### src/rtl/reg_file_pkg.sv
// Shared types and default sizes for the parametrised register file.
// Optional feature macro: REG_FILE_BYPASS_EN (write-to-read forwarding).
package reg_file_pkg;

    // Bulk-clear sequencer states
    typedef enum logic [1:0] {
        IDLE  = 2'd0,
        CLEAR = 2'd1,
        DONE  = 2'd2
    } clr_state_e;

    localparam int DEF_WIDTH = 4;
    localparam int DEF_DEPTH = 4;

endpackage

### src/rtl/reg_file_rd_port.sv
// One combinational read port: DEPTH:1 mux over the flat register bus.
// With REG_FILE_BYPASS_EN defined, a write accepted this cycle to the
// selected register is forwarded straight from the write data.
module reg_file_rd_port
    import reg_file_pkg::*;
#(
    parameter  int WIDTH  = DEF_WIDTH,
    parameter  int DEPTH  = DEF_DEPTH,
    localparam int ADDR_W = $clog2(DEPTH)
) (
    output logic [WIDTH-1:0]       rd_o,
    input  logic [DEPTH*WIDTH-1:0] regs_i,
    input  logic [ADDR_W-1:0]      sel_i
`ifdef REG_FILE_BYPASS_EN
   ,input  logic                   byp_en_i,
    input  logic [ADDR_W-1:0]      sel_w_i,
    input  logic [WIDTH-1:0]       data_i
`endif
);

    // Select the addressed register, then let a same-cycle write override it
    always_comb begin
        rd_o = '0;
        for (int i = 0; i < DEPTH; i++) begin
            if (sel_i == ADDR_W'(i)) begin
                rd_o = regs_i[i*WIDTH +: WIDTH];
            end
        end
`ifdef REG_FILE_BYPASS_EN
        if (byp_en_i && (sel_w_i == sel_i)) begin
            rd_o = data_i;
        end
`endif
    end

endmodule

### src/rtl/reg_file_p.sv
// Parametrised WIDTH x DEPTH register file: two combinational read ports,
// one synchronous write port, and a bulk-clear sequencer that zeroes one
// register per cycle while blocking writes.
// Optional feature macro: REG_FILE_BYPASS_EN (write-to-read forwarding).
module reg_file_p
    import reg_file_pkg::*;
#(
    parameter  int WIDTH  = DEF_WIDTH,
    parameter  int DEPTH  = DEF_DEPTH,
    localparam int ADDR_W = $clog2(DEPTH)
) (
    input  logic                   clk,
    input  logic                   rst_n,
    input  logic [ADDR_W-1:0]      sel_a,
    input  logic [ADDR_W-1:0]      sel_b,
    output logic [WIDTH-1:0]       out_a,
    output logic [WIDTH-1:0]       out_b,
    input  logic                   write_en,
    input  logic [ADDR_W-1:0]      sel_w,
    input  logic [WIDTH-1:0]       data_in,
    input  logic                   clr_req,
    output logic                   clr_busy,
    output logic                   clr_done,
    output logic                   wr_drop,
    output logic [DEPTH*WIDTH-1:0] q_all
);

    clr_state_e        state_q, state_d;
    logic [ADDR_W-1:0] clrCnt_q, clrCnt_d;
    logic              wrDrop_q, wrDrop_d;
    logic [WIDTH-1:0]  regs_q [DEPTH];
    logic              wrAccept;

    assign wrAccept = write_en && (state_q == IDLE);

    // Flatten storage onto the debug bus, register i at [i*WIDTH +: WIDTH]
    for (genvar g = 0; g < DEPTH; g++) begin : gen_flat
        assign q_all[g*WIDTH +: WIDTH] = regs_q[g];
    end

    // Sequencer next state, clear counter and write-rejection flag
    always_comb begin
        state_d  = state_q;
        clrCnt_d = clrCnt_q;
        wrDrop_d = write_en && (state_q != IDLE);
        case (state_q)
            IDLE: begin
                if (clr_req) begin
                    state_d  = CLEAR;
                    clrCnt_d = '0;
                end
            end
            CLEAR: begin
                clrCnt_d = clrCnt_q + 1'b1;
                if (clrCnt_q == ADDR_W'(DEPTH - 1)) begin
                    state_d = DONE;
                end
            end
            DONE: begin
                state_d = IDLE;
            end
            default: begin
                state_d = IDLE;
            end
        endcase
    end

    // Sequencer state, counter and drop flag; reset aborts any clear in flight
    always_ff @(posedge clk or negedge rst_n) begin
        if (!rst_n) begin
            state_q  <= IDLE;
            clrCnt_q <= '0;
            wrDrop_q <= 1'b0;
        end else begin
            state_q  <= state_d;
            clrCnt_q <= clrCnt_d;
            wrDrop_q <= wrDrop_d;
        end
    end

    // Storage: clearing takes priority, writes only land while idle
    always_ff @(posedge clk or negedge rst_n) begin
        if (!rst_n) begin
            for (int i = 0; i < DEPTH; i++) begin
                regs_q[i] <= '0;
            end
        end else if (state_q == CLEAR) begin
            regs_q[clrCnt_q] <= '0;
        end else if (wrAccept) begin
            regs_q[sel_w] <= data_in;
        end
    end

    assign clr_busy = (state_q == CLEAR);
    assign clr_done = (state_q == DONE);
    assign wr_drop  = wrDrop_q;

    reg_file_rd_port #(.WIDTH(WIDTH), .DEPTH(DEPTH)) u_rd_a (
        .rd_o     (out_a),
        .regs_i   (q_all),
        .sel_i    (sel_a)
`ifdef REG_FILE_BYPASS_EN
       ,.byp_en_i (wrAccept),
        .sel_w_i  (sel_w),
        .data_i   (data_in)
`endif
    );

    reg_file_rd_port #(.WIDTH(WIDTH), .DEPTH(DEPTH)) u_rd_b (
        .rd_o     (out_b),
        .regs_i   (q_all),
        .sel_i    (sel_b)
`ifdef REG_FILE_BYPASS_EN
       ,.byp_en_i (wrAccept),
        .sel_w_i  (sel_w),
        .data_i   (data_in)
`endif
    );

endmodule

### config.mk
export PLATFORM = sky130hd
export DESIGN_NAME = reg_file_p
export DESIGN_NICKNAME = d
export VERILOG_FILES = /design/src/rtl/reg_file_pkg.sv /design/src/rtl/reg_file_rd_port.sv /design/src/rtl/reg_file_p.sv
export SDC_FILE = /design/constraint.sdc
export NUM_CORES = 1
export LEC_CHECK = 0
export CORE_ASPECT_RATIO = 1.2
export CORE_MARGIN = 2
export CORE_UTILIZATION = 50
export DETAILED_ROUTE_END_ITERATION = 10
export PLACE_DENSITY = 0.87
export SLEW_MARGIN = 20
export SYNTH_ARGS = -nofsm -noshare
export SYNTH_HDL_FRONTEND = slang
export SYNTH_HIERARCHICAL = 1
export SYNTH_SLANG_ARGS = --single-unit
### constraint.sdc
create_clock -name clk -period 1.9 [get_ports clk]
set_input_delay 0.285 -clock clk [delete_from_list [all_inputs] [get_ports clk]]
set_output_delay 0.285 -clock clk [all_outputs]
set_load 0.05 [all_outputs]
After elaboration in Yosys (flattened, before gate mapping):

Cells that the tools add are included.

* add/subtract/negate cells: 1
* reductions and logical operators: 12
* eq/ne operators: 11
* multiply operators: 0
* divide/modulo/power cells: 0
* $lt $le $gt $ge: 4
* bitwise operators: 4
* shift-type cells: 0
* multiplexer cells: 20

Operators with widths (number)
* $mux W4: 10
* $mux W16: 2
* $and A16 B16 Y16: 1
* $bwmux W16: 1
* $demux W4 S2: 2
* $not A16 Y16: 1
* $eq A2 B2 Y1 const B: 6
* $pmux W2 S2: 2
* $eq A2 B1 Y1 const B: 3
* $ge A3 B3 Y1 const B: 2
* $logic_not A2 Y1: 3
* $lt A3 B1 Y1 const B: 2
* $mux W2: 3
* $not A2 Y3: 2
* $reduce_bool A2 Y1: 3
* $logic_and A1 B1 Y1: 4
* $reduce_and A2 Y1: 2
* $add A2 B1 Y2 const B: 1
* $ne A2 B1 Y1 const B: 1
* $ne A2 B2 Y1 const B: 1

* output and inout bits: 27
* bits in registers: 21
* latch bits: 0
* bits of input ports: 14
* logic and storage cells: 59
* ROM bits: 0
* memory bits (writable): 0
* memories: 0

Logic depth before layout (Yosys ltp):

Gate-level depths: netlist (run 1).

* depth in word-level cells: 8
* mapped depth: 5
* depth with buffers taken out: 5

Hierarchy:

The synthesis (run 1) kept the hierarchy.

By module, submodules not included
* reg_file_p: instances 1, cells an instance 115, area each 1147.4 µm², seq. area each 525.5 µm²
* reg_file_rd_port: instances 2, cells an instance 4, area each 105.1 µm², seq. area each 0.0 µm²

Least setup slack after synthesis (run 1):

Ideal clock, no wire load.

* kind: register to output
* start: register regs_q, in the netlist q_all[4]
* end: output port out_a[0]
* buffers on the path: 0
* required time: 1615 ps
* setup slack: 219 ps
* stages on the path, launching flop included: 2
* arrival time: 1396 ps
* cell sequence: dfrtp_1 -> mux4_1

* word-level cells in the longest chain between the ends: 3

RTL lines
* from (decl): RTL line reg_file_p.sv:31 `logic [WIDTH-1:0] regs_q [DEPTH];`
* from (signal, indexed assignment): RTL line reg_file_p.sv:90 `regs_q[sel_w] <= data_in;`
* $mux W4 (3 in series): RTL line reg_file_rd_port.sv:25 `if (sel_i == ADDR_W'(i)) begin`
* to (decl): RTL line reg_file_p.sv:16 `output logic [WIDTH-1:0] out_a,`

No other way between the ends.

Final worst setup path (run 1):

* start: register regs_q, in the netlist q_all[15]
* end: output port q_all[15]

RTL lines
* to (decl): RTL line reg_file_p.sv:25 `output logic [DEPTH*WIDTH-1:0] q_all`

No word-level cell between the ends.

==> results of run 1 <==
-- kinds of logic after synthesis --
| logic type | count (synthesis) | synth area share [%] |
|---|---|---|
| simple gates | 36 | 16.3 |
| compound gates | 35 | 17.7 |
| buf+inv | 14 | 4.42 |
| flops | 21 | 38.7 |
| fa+ha+maj | 4 | 3.69 |
| mux | 13 | 19.2 |
-- area by class of cell --
cell class / instances / area share (%)
flip-flops and latches: 21 / 28.2
well taps: 33 / 2.21
multi-input cells: 88 / 41.4
repair buffers: 45 / 25.0
inverters: 9 / 1.81
clock buffers: 4 / 1.41
-- sequential cells by signal, indices dropped and copies added (netlist names) --
name and cells:
q_all 16, state_q 2, clrCnt_q 2, wr_drop 1
-- synth_stat cells (4+ instances only) --
master,instances
nand2_1,5
inv_1,9
mux2i_1,5
nor2_1,15
dfrtp_1,21
ha_1,4
o21ai_1,4
nand2b_1,4
o21ai_0,13
a211oi_1,8
mux4_1,8
-- power groups by stage --
| stage | Clock [mW] | Sequential (mW) | Combinational (mW) |
|---|---|---|---|
| floorplan | 0 | 0.795 | 0.638 |
| global placement | 0 | 0.675 | 1.13 |
| detailed placement | 0 | 0.679 | 1.17 |
| CTS | 0.214 | 0.670 | 1.18 |
| global route | 0.235 | 0.690 | 1.27 |
| finish | 0.208 | 0.672 | 1.18 |
-- worst max path at each step --
stage | from | endpoint | slack [ns] | depth (start not counted)
2_1_floorplan | q_all[4] | out_a[0] | 0.22 | 1
3_3_place_gp | sel_a[0] | out_a[0] | -0.01 | 3
3_5_place_dp | sel_a[0] | out_a[3] | -0.04 | 3
4_1_cts | q_all[0] | q_all[0] | 0.007 | 1
5_1_grt | q_all[14] | q_all[14] | 0.03 | 1
6_report | q_all[15] | q_all[15] | 0.09 | 1
-- metrics by stage --
step	setup TNS (ns)	std cells
4_1_cts	0	200
6_report	0	200
3_3_place_gp	-0.0638	196
3_5_place_dp	-0.255	196
2_1_floorplan	0	123
5_1_grt	0	200
-- routing by layer --
| layer | track usage [%] | vias to the layer above | share of wire (%) |
|---|---|---|---|
| met5 | 0 | - | 0 |
| met4 | 12.4 | 0 | 3.2 |
| met3 | 2.91 | 19 | 6.4 |
| met2 | 42.1 | 65 | 52 |
| met1 | 28.6 | 573 | 39 |
| li1 | - | 556 | - |
==> results.py, run 1 <==
metrics = {
    "setup_path": {
        "worst-path-buf-inv": 1,
        "max_stage_delay_ns": 0.83,
        "cp_top_family": "buffers and inverters",
        "crit_path_max_fanout": 4,
        "required_ns": 1.62,
        "cp_slowest_cell": "clkdlybuf4s50_1",
        "arrival_ns": 1.53,
        "regToRegSetupSlack_ns": 0.40,
        "critPathKind": "reg2out",
        "endpoint_kind": "output pin",
        "r2r_cells": 3,
        "reg2reg_to": "q_all[3]",
        "start_kind": "register",
        "path_cells": "clkdlybuf4s50_1",
        "r2r_start": "state_q[1]",
    },
    "cells_and_area": {
        "diodes": 0,
        "final_area_sq_mm": 0.00186,
        "finalNetCount": 186,
        "fin_util_pct": 73.0,
        "final_common_cell": "dfrtp_1",
        "ff_latch_area_sq_um": 526,
        "multiInputGateArea_sq_um": 772,
        "drive_gt1_share_pct": 15.0,
        "layout_common_cells": "21 x dfrtp_1, 16 x clkdlybuf4s50_1, 15 x nor2_1",
        "area_delta_synth_final_pct": 37.3,
        "fill_cells": 192,
    },
    "job": {
        "maxCapViolations": 0,
    },
    "detailed_routing": {
        "detail-route-antenna-nets": 0,
        "wirelength_mm": 3.33,
        "avgRoutedWirePerCell_um": 16.7,
        "drtIter0Drc": 35,
        "drtPass1Iterations": 5,
        "via_count": 1213,
        "drc": 0,
        "avgViaCountPerCell": 6.07,
    },
    "yosys": {
        "yosys_warnings": 6,
        "syn_nets": 141,
        "synth_area_sq_mm": 0.00136,
        "synth_top_cell_area_share_pct": 38.7,
        "synth_edf_count": 0,
        "synth-main-ff-cell": "dfrtp_1",
        "yosys_register_bits": 21,
        "async_flop_share_pct": 100,
        "yosysTopAreaCell": "dfrtp_1",
        "yosys-top-cells-area": "dfrtp_1 39%, mux4_1 15%, o21ai_0 4.8%",
        "ys_types": 29,
        "syn_avg_cell_area_sq_um": 11.0,
        "synth_seq_area_share_pct": 38.7,
        "synthCells": 123,
    },
    "power_and_ir_drop": {
        "seq_power_share_pct": 32.7,
        "switching_share_pct": 48.0,
        "combPwrFrac_pct": 57.2,
        "p_clk_share_pct": 10.1,
        "total_power_mw": 2.06,
        "max-vdd-ir-drop_v": 0.000873,
        "p_per_area_mw_per_mm2": 1100,
        "power.net_switching_mw": 0.987,
        "internal_power_mw": 1.07,
        "power_leakage_nw": 1.05,
    },
    "sta": {
        "slew_viol_final": 0,
        "finalHoldWorstSlack_ns": 0.317,
        "setup_ws_ns": 0.0877,
        "fmax_ghz": 0.552,
        "fin_skew_ns": 0.00557,
        "fin_crit_ns": 1.81,
        "relSlewSlack_pct": 64.0,
        "hold_violations": 0,
        "rsz0062_at_grt": "no",
        "setup_viol": 0,
        "fin_crit_sh_pct": 95.4,
        "worst_pin_slew_ns": 0.539,
    },
    "cts": {
        "cts_buffer_depth": 2,
        "cts_resized": 2,
        "clock_latency_ns": 0.30,
        "cts_setup_buffers": 0,
        "cts_buffers": 3,
        "cts_tree": "yes",
        "htree_levels": 1,
        "postCtsHoldBufs": 0,
        "clk_pin_slew_ns": 0.11,
        "clock-sinks": 21,
        "cts-root-buf": "clkbuf_4",
    },
    "worst_hold_path": {
        "hp-class": "in2async",
    },
    "place": {
        "post-dp-hpwl_mm": 2.55,
        "io_buffers": 40,
        "place_congestion": 0.809,
        "dpl_cell_area_sq_mm": 0.00181,
        "place_ws_ns": -0.0421,
    },
    "grt": {
        "grt_usage_pct": 23.8,
        "grt_pass1_wl_mm": 5.50,
        "grt_antenna_before_repair": 0,
        "grt_pass1_vias": 1201,
        "grt_max_degree": 22,
        "grt_overflow": 0,
    },
    "floorplanning": {
        "start_util_pct": 53.2,
        "coreArea_sq_mm": 0.00255,
        "die_area_sq_mm": 0.00315,
        "io_pins": 41,
        "fp.dieW_um": 51.6,
        "core.rowCount": 20,
        "die_h_um": 61.1,
    },
    "status": {
        "status": "completed",
    },
}
No activity file was read; power rests on OpenSTA's default activity.
==> inputs of run 2 (changes only) <==
--- a/config.mk
+++ b/config.mk
@@ -6,8 +6,8 @@
 export NUM_CORES = 1
 export LEC_CHECK = 0
 export CORE_ASPECT_RATIO = 1.2
-export CORE_MARGIN = 2
 export CORE_UTILIZATION = 50
+export CTS_CLUSTER_SIZE = 24
 export DETAILED_ROUTE_END_ITERATION = 10
 export PLACE_DENSITY = 0.87
 export SLEW_MARGIN = 20
==> run 2 against run 1 <==
  * Sequential share of layout area up 0.057 points
  * Highest routed layer unchanged
  * Critical path depth unchanged
  * Utilization down 0.15 points
  * Critical path type unchanged
  * Critical endpoint unchanged
  * Largest power group unchanged
==> results.py, run 2 (synthesis results as in run 1) <==
metrics = {
    "grt": {
        "grt_max_degree": 22,
        "grt_pass1_wl_mm": 5.63,
        "grt_overflow": 0,
        "grt_pass1_vias": 1240,
        "grt_usage_pct": 26.0,
        "grt_antenna_before_repair": 0,
    },
    "place": {
        "place_ws_ns": -0.0485,
        "dp.cells": 196,
        "dpl_cell_area_sq_mm": 0.00181,
        "place_congestion": 0.796,
        "io_buffers": 40,
        "post-dp-hpwl_mm": 2.62,
    },
    "status": {
        "status": "completed",
    },
    "floorplanning": {
        "fp.dieW_um": 49.6,
        "die_h_um": 59.1,
        "start_util_pct": 53.2,
        "die_area_sq_mm": 0.00293,
        "io_pins": 41,
        "core.rowCount": 20,
        "coreArea_sq_mm": 0.00255,
    },
    "setup_path": {
        "max_stage_delay_ns": 0.82,
        "start_kind": "register",
        "regToRegSetupSlack_ns": 0.42,
        "cp_top_family": "buffers and inverters",
        "r2r_start": "state_q[1]",
        "r2r_cells": 3,
        "reg2reg_to": "q_all[1]",
        "endpoint_kind": "output pin",
        "arrival_ns": 1.55,
        "cp_slowest_cell": "clkdlybuf4s50_1",
        "path_cells": "clkdlybuf4s50_1",
        "crit_path_max_fanout": 4,
        "required_ns": 1.62,
        "critPathKind": "reg2out",
        "worst-path-buf-inv": 1,
    },
    "sta": {
        "relSlewSlack_pct": 66.4,
        "hold_violations": 0,
        "worst_pin_slew_ns": 0.503,
        "slew_viol_final": 0,
        "setup_ws_ns": 0.0604,
        "fin_crit_sh_pct": 96.8,
        "fin_crit_ns": 1.84,
        "finalHoldWorstSlack_ns": 0.293,
        "rsz0062_at_grt": "no",
        "setup_viol": 0,
        "fin_skew_ns": 0.00228,
        "fin_setup_tns_ns": 0,
        "fmax_ghz": 0.544,
    },
    "power_and_ir_drop": {
        "switching_share_pct": 48.5,
        "p_per_area_mw_per_mm2": 1120,
        "internal_power_mw": 1.07,
        "max-vdd-ir-drop_v": 0.000906,
        "combPwrFrac_pct": 57.3,
        "power.net_switching_mw": 1.01,
        "power_leakage_nw": 1.04,
        "total_power_mw": 2.08,
        "seq_power_share_pct": 31.9,
        "p_clk_share_pct": 10.8,
    },
    "cells_and_area": {
        "ff_latch_area_sq_um": 526,
        "fin_util_pct": 72.9,
        "layout_common_cells": "21 x dfrtp_1, 16 x clkdlybuf4s50_1, 15 x nor2_1",
        "drive_gt1_share_pct": 15.0,
        "diodes": 0,
        "finalNetCount": 186,
        "fill_cells": 203,
        "area_delta_synth_final_pct": 37.1,
        "final_area_sq_mm": 0.00186,
        "final_common_cell": "dfrtp_1",
        "finalNonFillerCells": 200,
        "multiInputGateArea_sq_um": 772,
        "largest_register_ffs": 16,
    },
    "cts": {
        "clk_pin_slew_ns": 0.12,
        "htree_levels": 1,
        "cts_tree": "yes",
        "clock_latency_ns": 0.31,
        "cts_buffer_depth": 2,
        "clock-sinks": 21,
        "cts_setup_buffers": 0,
        "cts-root-buf": "clkbuf_4",
        "cts_buffers": 3,
    },
    "detailed_routing": {
        "drc": 0,
        "drtIter0Drc": 56,
        "avgRoutedWirePerCell_um": 17.2,
        "detail-route-antenna-nets": 0,
        "drtPass1Iterations": 5,
        "via_count": 1249,
        "wirelength_mm": 3.45,
        "avgViaCountPerCell": 6.25,
    },
    "job": {
        "maxCapViolations": 0,
    },
    "worst_hold_path": {
        "hp-class": "in2async",
    },
}
[run 2: changes by cell type in the layout (fill, tap and decap cells not counted), sizes merged]
| cell | change |
|---|---|
| dlygate4sd2 | +1 |
| dlymetal6s2s | -1 |
[run 2: power by group through the flow]
stage | Sequential [mW] | Combinational (mW) | Clock, mW
2_1_floorplan | 0.795 | 0.638 | 0
3_3_place_gp | 0.665 | 1.14 | 0
3_5_place_dp | 0.672 | 1.19 | 0
4_1_cts | 0.663 | 1.19 | 0.228
5_1_grt | 0.677 | 1.26 | 0.248
6_report | 0.662 | 1.19 | 0.225
[run 2: repair_timing]
action                                  in CTS  in global routing
cloned                                       0                  0
hold buffers                                 0                  0
endpoints found under the setup margin       9                 11
gates resized for setup                      3                 11
[run 2: area by class of cell]
| cell class | count | share of cell area [%] |
|---|---|---|
| Clock buffer | 4 | 1.41 |
| Sequential cell | 21 | 28.2 |
| Inverter | 9 | 1.82 |
| Tap cell | 33 | 2.22 |
| Timing Repair Buffer | 45 | 24.8 |
| Multi-Input combinational cell | 88 | 41.5 |
[run 2: layer usage]
metal  wire [um]  GRT usage (%)  vias up
li1            -              -      555
met3         281           3.85       17
met5           0              0        -
met1        1260           29.8      594
met4         117           14.7        0
met2        1790           46.3       83
[run 2: worst max path at each step]
stage,slack (ns),to,from,depth (start not counted)
final,0.06,q_all[15],q_all[15],1
after global routing,0.02,q_all[15],q_all[15],1
after CTS,0.002,q_all[4],q_all[4],1
after detailed placement,-0.05,out_a[0],sel_a[0],3
after global placement,-0.01,out_a[1],sel_a[0],3
after floorplan,0.22,out_a[0],q_all[4],1
==> inputs of run 3 (changes only) <==
--- a/config.mk
+++ b/config.mk
@@ -5,11 +5,12 @@
 export SDC_FILE = /design/constraint.sdc
 export NUM_CORES = 1
 export LEC_CHECK = 0
+export ABC_AREA = 1
 export CORE_ASPECT_RATIO = 1.2
 export CORE_UTILIZATION = 50
 export CTS_CLUSTER_SIZE = 24
 export DETAILED_ROUTE_END_ITERATION = 10
-export PLACE_DENSITY = 0.87
+export PLACE_DENSITY = 0.88
 export SLEW_MARGIN = 20
 export SYNTH_ARGS = -nofsm -noshare
 export SYNTH_HDL_FRONTEND = slang
==> run 3 against run 2 <==
  * Routed wire length increased by 3.7%
  * Utilization up 1.3 points
  * Critical path depth is the same
  * Non-clock buffer count is 3 lower
  * Worst hold slack better by 0.0068 ns
  * Final area decreased by 0.20%
  * Total power rose by 60%
  * Area after synthesis decreased by 3.2%
  * Global-route usage down 0.080 points
  * Maximum frequency decreased by 0.27%
  * Highest routed layer unchanged
==> results.py, run 3 <==
metrics = {
    "yosys": {
        "ys_top_cells_by_count": "47 x nand2_1, 44 x nand3_1, 21 x dfrtp_1",
        "yosys-top-cells-area": "dfrtp_1 40%, nand3_1 17%, nand2_1 13%",
        "yosys_register_bits": 21,
        "synth_top_family_by_area": "simple AND/OR/NAND/NOR gates",
        "synth_compound_area_share_pct": 1.14,
        "async_flop_share_pct": 100,
        "yosys.area_share.simple_pct": 45.6,
        "syn_nets": 189,
        "yosysTopAreaCell": "dfrtp_1",
        "synthAdderAreaFrac_pct": 3.81,
        "synth_edf_count": 0,
        "synthCells": 171,
        "yosys_warnings": 6,
        "synth_area_sq_mm": 0.00131,
        "synth_seq_area_share_pct": 40.0,
        "muxShareOfSynthArea_pct": 0,
        "synth_xor_area_share_pct": 0,
        "synth_top_cell_area_share_pct": 40.0,
        "syn_avg_cell_area_sq_um": 7.68,
        "ys_types": 15,
        "yosysMostFrequentCell": "nand2_1",
        "synth-main-ff-cell": "dfrtp_1",
    },
    "power_and_ir_drop": {
        "max-vdd-ir-drop_v": 0.00117,
        "total_power_mw": 3.33,
        "p_per_area_mw_per_mm2": 1790,
        "power_leakage_nw": 1.03,
    },
    "sta": {
        "fin_crit_ns": 1.84,
        "fin_skew_ns": 0.00775,
        "setup_viol": 0,
        "hold_violations": 0,
        "fmax_ghz": 0.542,
        "slew_viol_final": 0,
        "rsz0062_at_grt": "no",
        "relSlewSlack_pct": 65.6,
        "fin_setup_tns_ns": 0,
        "fin_crit_sh_pct": 97.1,
        "worst_pin_slew_ns": 0.516,
    },
    "setup_path": {
        "cp_slowest_cell": "clkdlybuf4s50_1",
        "critPathKind": "reg2out",
        "start_kind": "register",
        "crit_path_max_fanout": 4,
        "max_stage_delay_ns": 0.83,
        "regToRegSetupSlack_ns": 0.54,
        "arrival_ns": 1.56,
        "endpoint_kind": "output pin",
        "required_ns": 1.62,
        "r2r_cells": 6,
        "cp.depth": 1,
        "worst-path-buf-inv": 1,
        "r2r_start": "state_q[1]",
        "path_cells": "clkdlybuf4s50_1",
        "reg2reg_to": "q_all[13]",
        "cp_top_family": "buffers and inverters",
    },
    "cells_and_area": {
        "final_common_cell": "nand2_1",
        "fill_cells": 182,
        "drive_gt1_share_pct": 17.5,
        "diodes": 0,
        "layout_common_cells": "47 x nand2_1, 44 x nand3_1, 21 x dfrtp_1",
        "area_delta_synth_final_pct": 41.3,
        "finalNetCount": 231,
        "largest_register_ffs": 16,
    },
    "detailed_routing": {
        "drtIter0Drc": 60,
        "via_count": 1378,
        "drc": 0,
        "avgRoutedWirePerCell_um": 14.6,
        "drtPass1Iterations": 5,
        "detail-route-antenna-nets": 0,
        "wirelength_mm": 3.57,
        "avgViaCountPerCell": 5.62,
    },
    "floorplanning": {
        "core.rowCount": 20,
        "die_h_um": 58.2,
        "coreArea_sq_mm": 0.00250,
        "fp.dieW_um": 48.8,
        "start_util_pct": 52.5,
        "io_pins": 41,
        "die_area_sq_mm": 0.00284,
    },
    "status": {
        "status": "completed",
    },
    "cts": {
        "cts_buffer_depth": 2,
        "cts-root-buf": "clkbuf_4",
        "htree_levels": 1,
        "clock-sinks": 21,
        "clk_pin_slew_ns": 0.12,
        "postCtsHoldBufs": 0,
        "cts_tree": "yes",
        "cts_buffers": 3,
        "clock_latency_ns": 0.30,
    },
    "grt": {
        "grt_overflow": 0,
        "grt_max_degree": 22,
        "grt_pass1_wl_mm": 5.65,
        "grt_antenna_before_repair": 0,
        "grt_pass1_vias": 1314,
        "grt_usage_pct": 25.9,
    },
    "place": {
        "place_congestion": 0.970,
        "io_buffers": 40,
        "post-dp-hpwl_mm": 2.80,
    },
    "worst_hold_path": {
        "hp-class": "in2async",
    },
    "job": {
        "maxCapViolations": 0,
    },
}
==> run 3: layer usage <==
layer  up-vias  track usage (%)  share of wire [%]
li1        652                -                  -
met1       642             27.3                 36
met2        71             50.8                 56
met3        13             2.89                5.3
met4         0             12.6                2.6
met5         -                0                  0
==> run 3: final cells by class <==
cell class                      count  area (sq um)  area share, %
Sequential cell                    21           526           28.3
Timing Repair Buffer               42           531           28.6
Clock inverter                      1          5.00          0.270
Inverter                           18          67.6           3.64
Tap cell                           33          41.3           2.22
Multi-Input combinational cell    127           664           35.8
Clock buffer                        3          22.5           1.21
==> run 3: report_power, final <==
part | internal, mW | switching (mW)
clock network | 0.0785 | 0.133
logic | 0.792 | 1.45
registers | 0.635 | 0.238
total | 1.51 | 1.82
==> run 3: through the flow <==
step / area (sq um) / cells / utilization, % / hold slack, ns / setup slack, ns
floorplan: 1310 / 171 / - / -0.0106 / 0.400
global placement: 1800 / 241 / 72.0 / 0.556 / 0.0780
detailed placement: 1800 / 241 / 72.0 / 0.570 / 0.0455
CTS: 1830 / 245 / 73.1 / 0.313 / 0.0117
global route: 1860 / 245 / 74.2 / 0.303 / 0.00254
finish: 1860 / 245 / 74.2 / 0.300 / 0.0554
==> run 3: logic make-up (layout without fill, tap and decap cells) <==
kind of cell,Yosys count,in the layout
buf+inv,23,64
simple gates,120,120
fa+ha+maj,4,4
compound gates,3,3
flops,21,21
==> run 3: worst register-to-register path, stage by stage, from the launching register on <==
cell and delay, ns:
dfrtp_1 0.42, inv_2 0.08, nand2_2 0.07, inv_2 0.28, nand2_1 0.20, nand3_1 0.14
nand2_1 0.06
==> run 3: how the worst max path moves through the flow <==
stage	startpoint	to	slack (ns)
2_1_floorplan	q_all[12]	out_a[0]	0.40
3_3_place_gp	sel_a[0]	out_a[0]	0.08
3_5_place_dp	sel_a[1]	out_a[1]	0.05
4_1_cts	q_all[15]	q_all[15]	0.01
5_1_grt	q_all[4]	q_all[4]	0.003
6_report	q_all[12]	q_all[12]	0.06
==> run 3: repair_timing <==
action	in CTS	in global routing
resized for setup	0	11
endpoints found under the setup margin	0	13
setup buffers	0	0
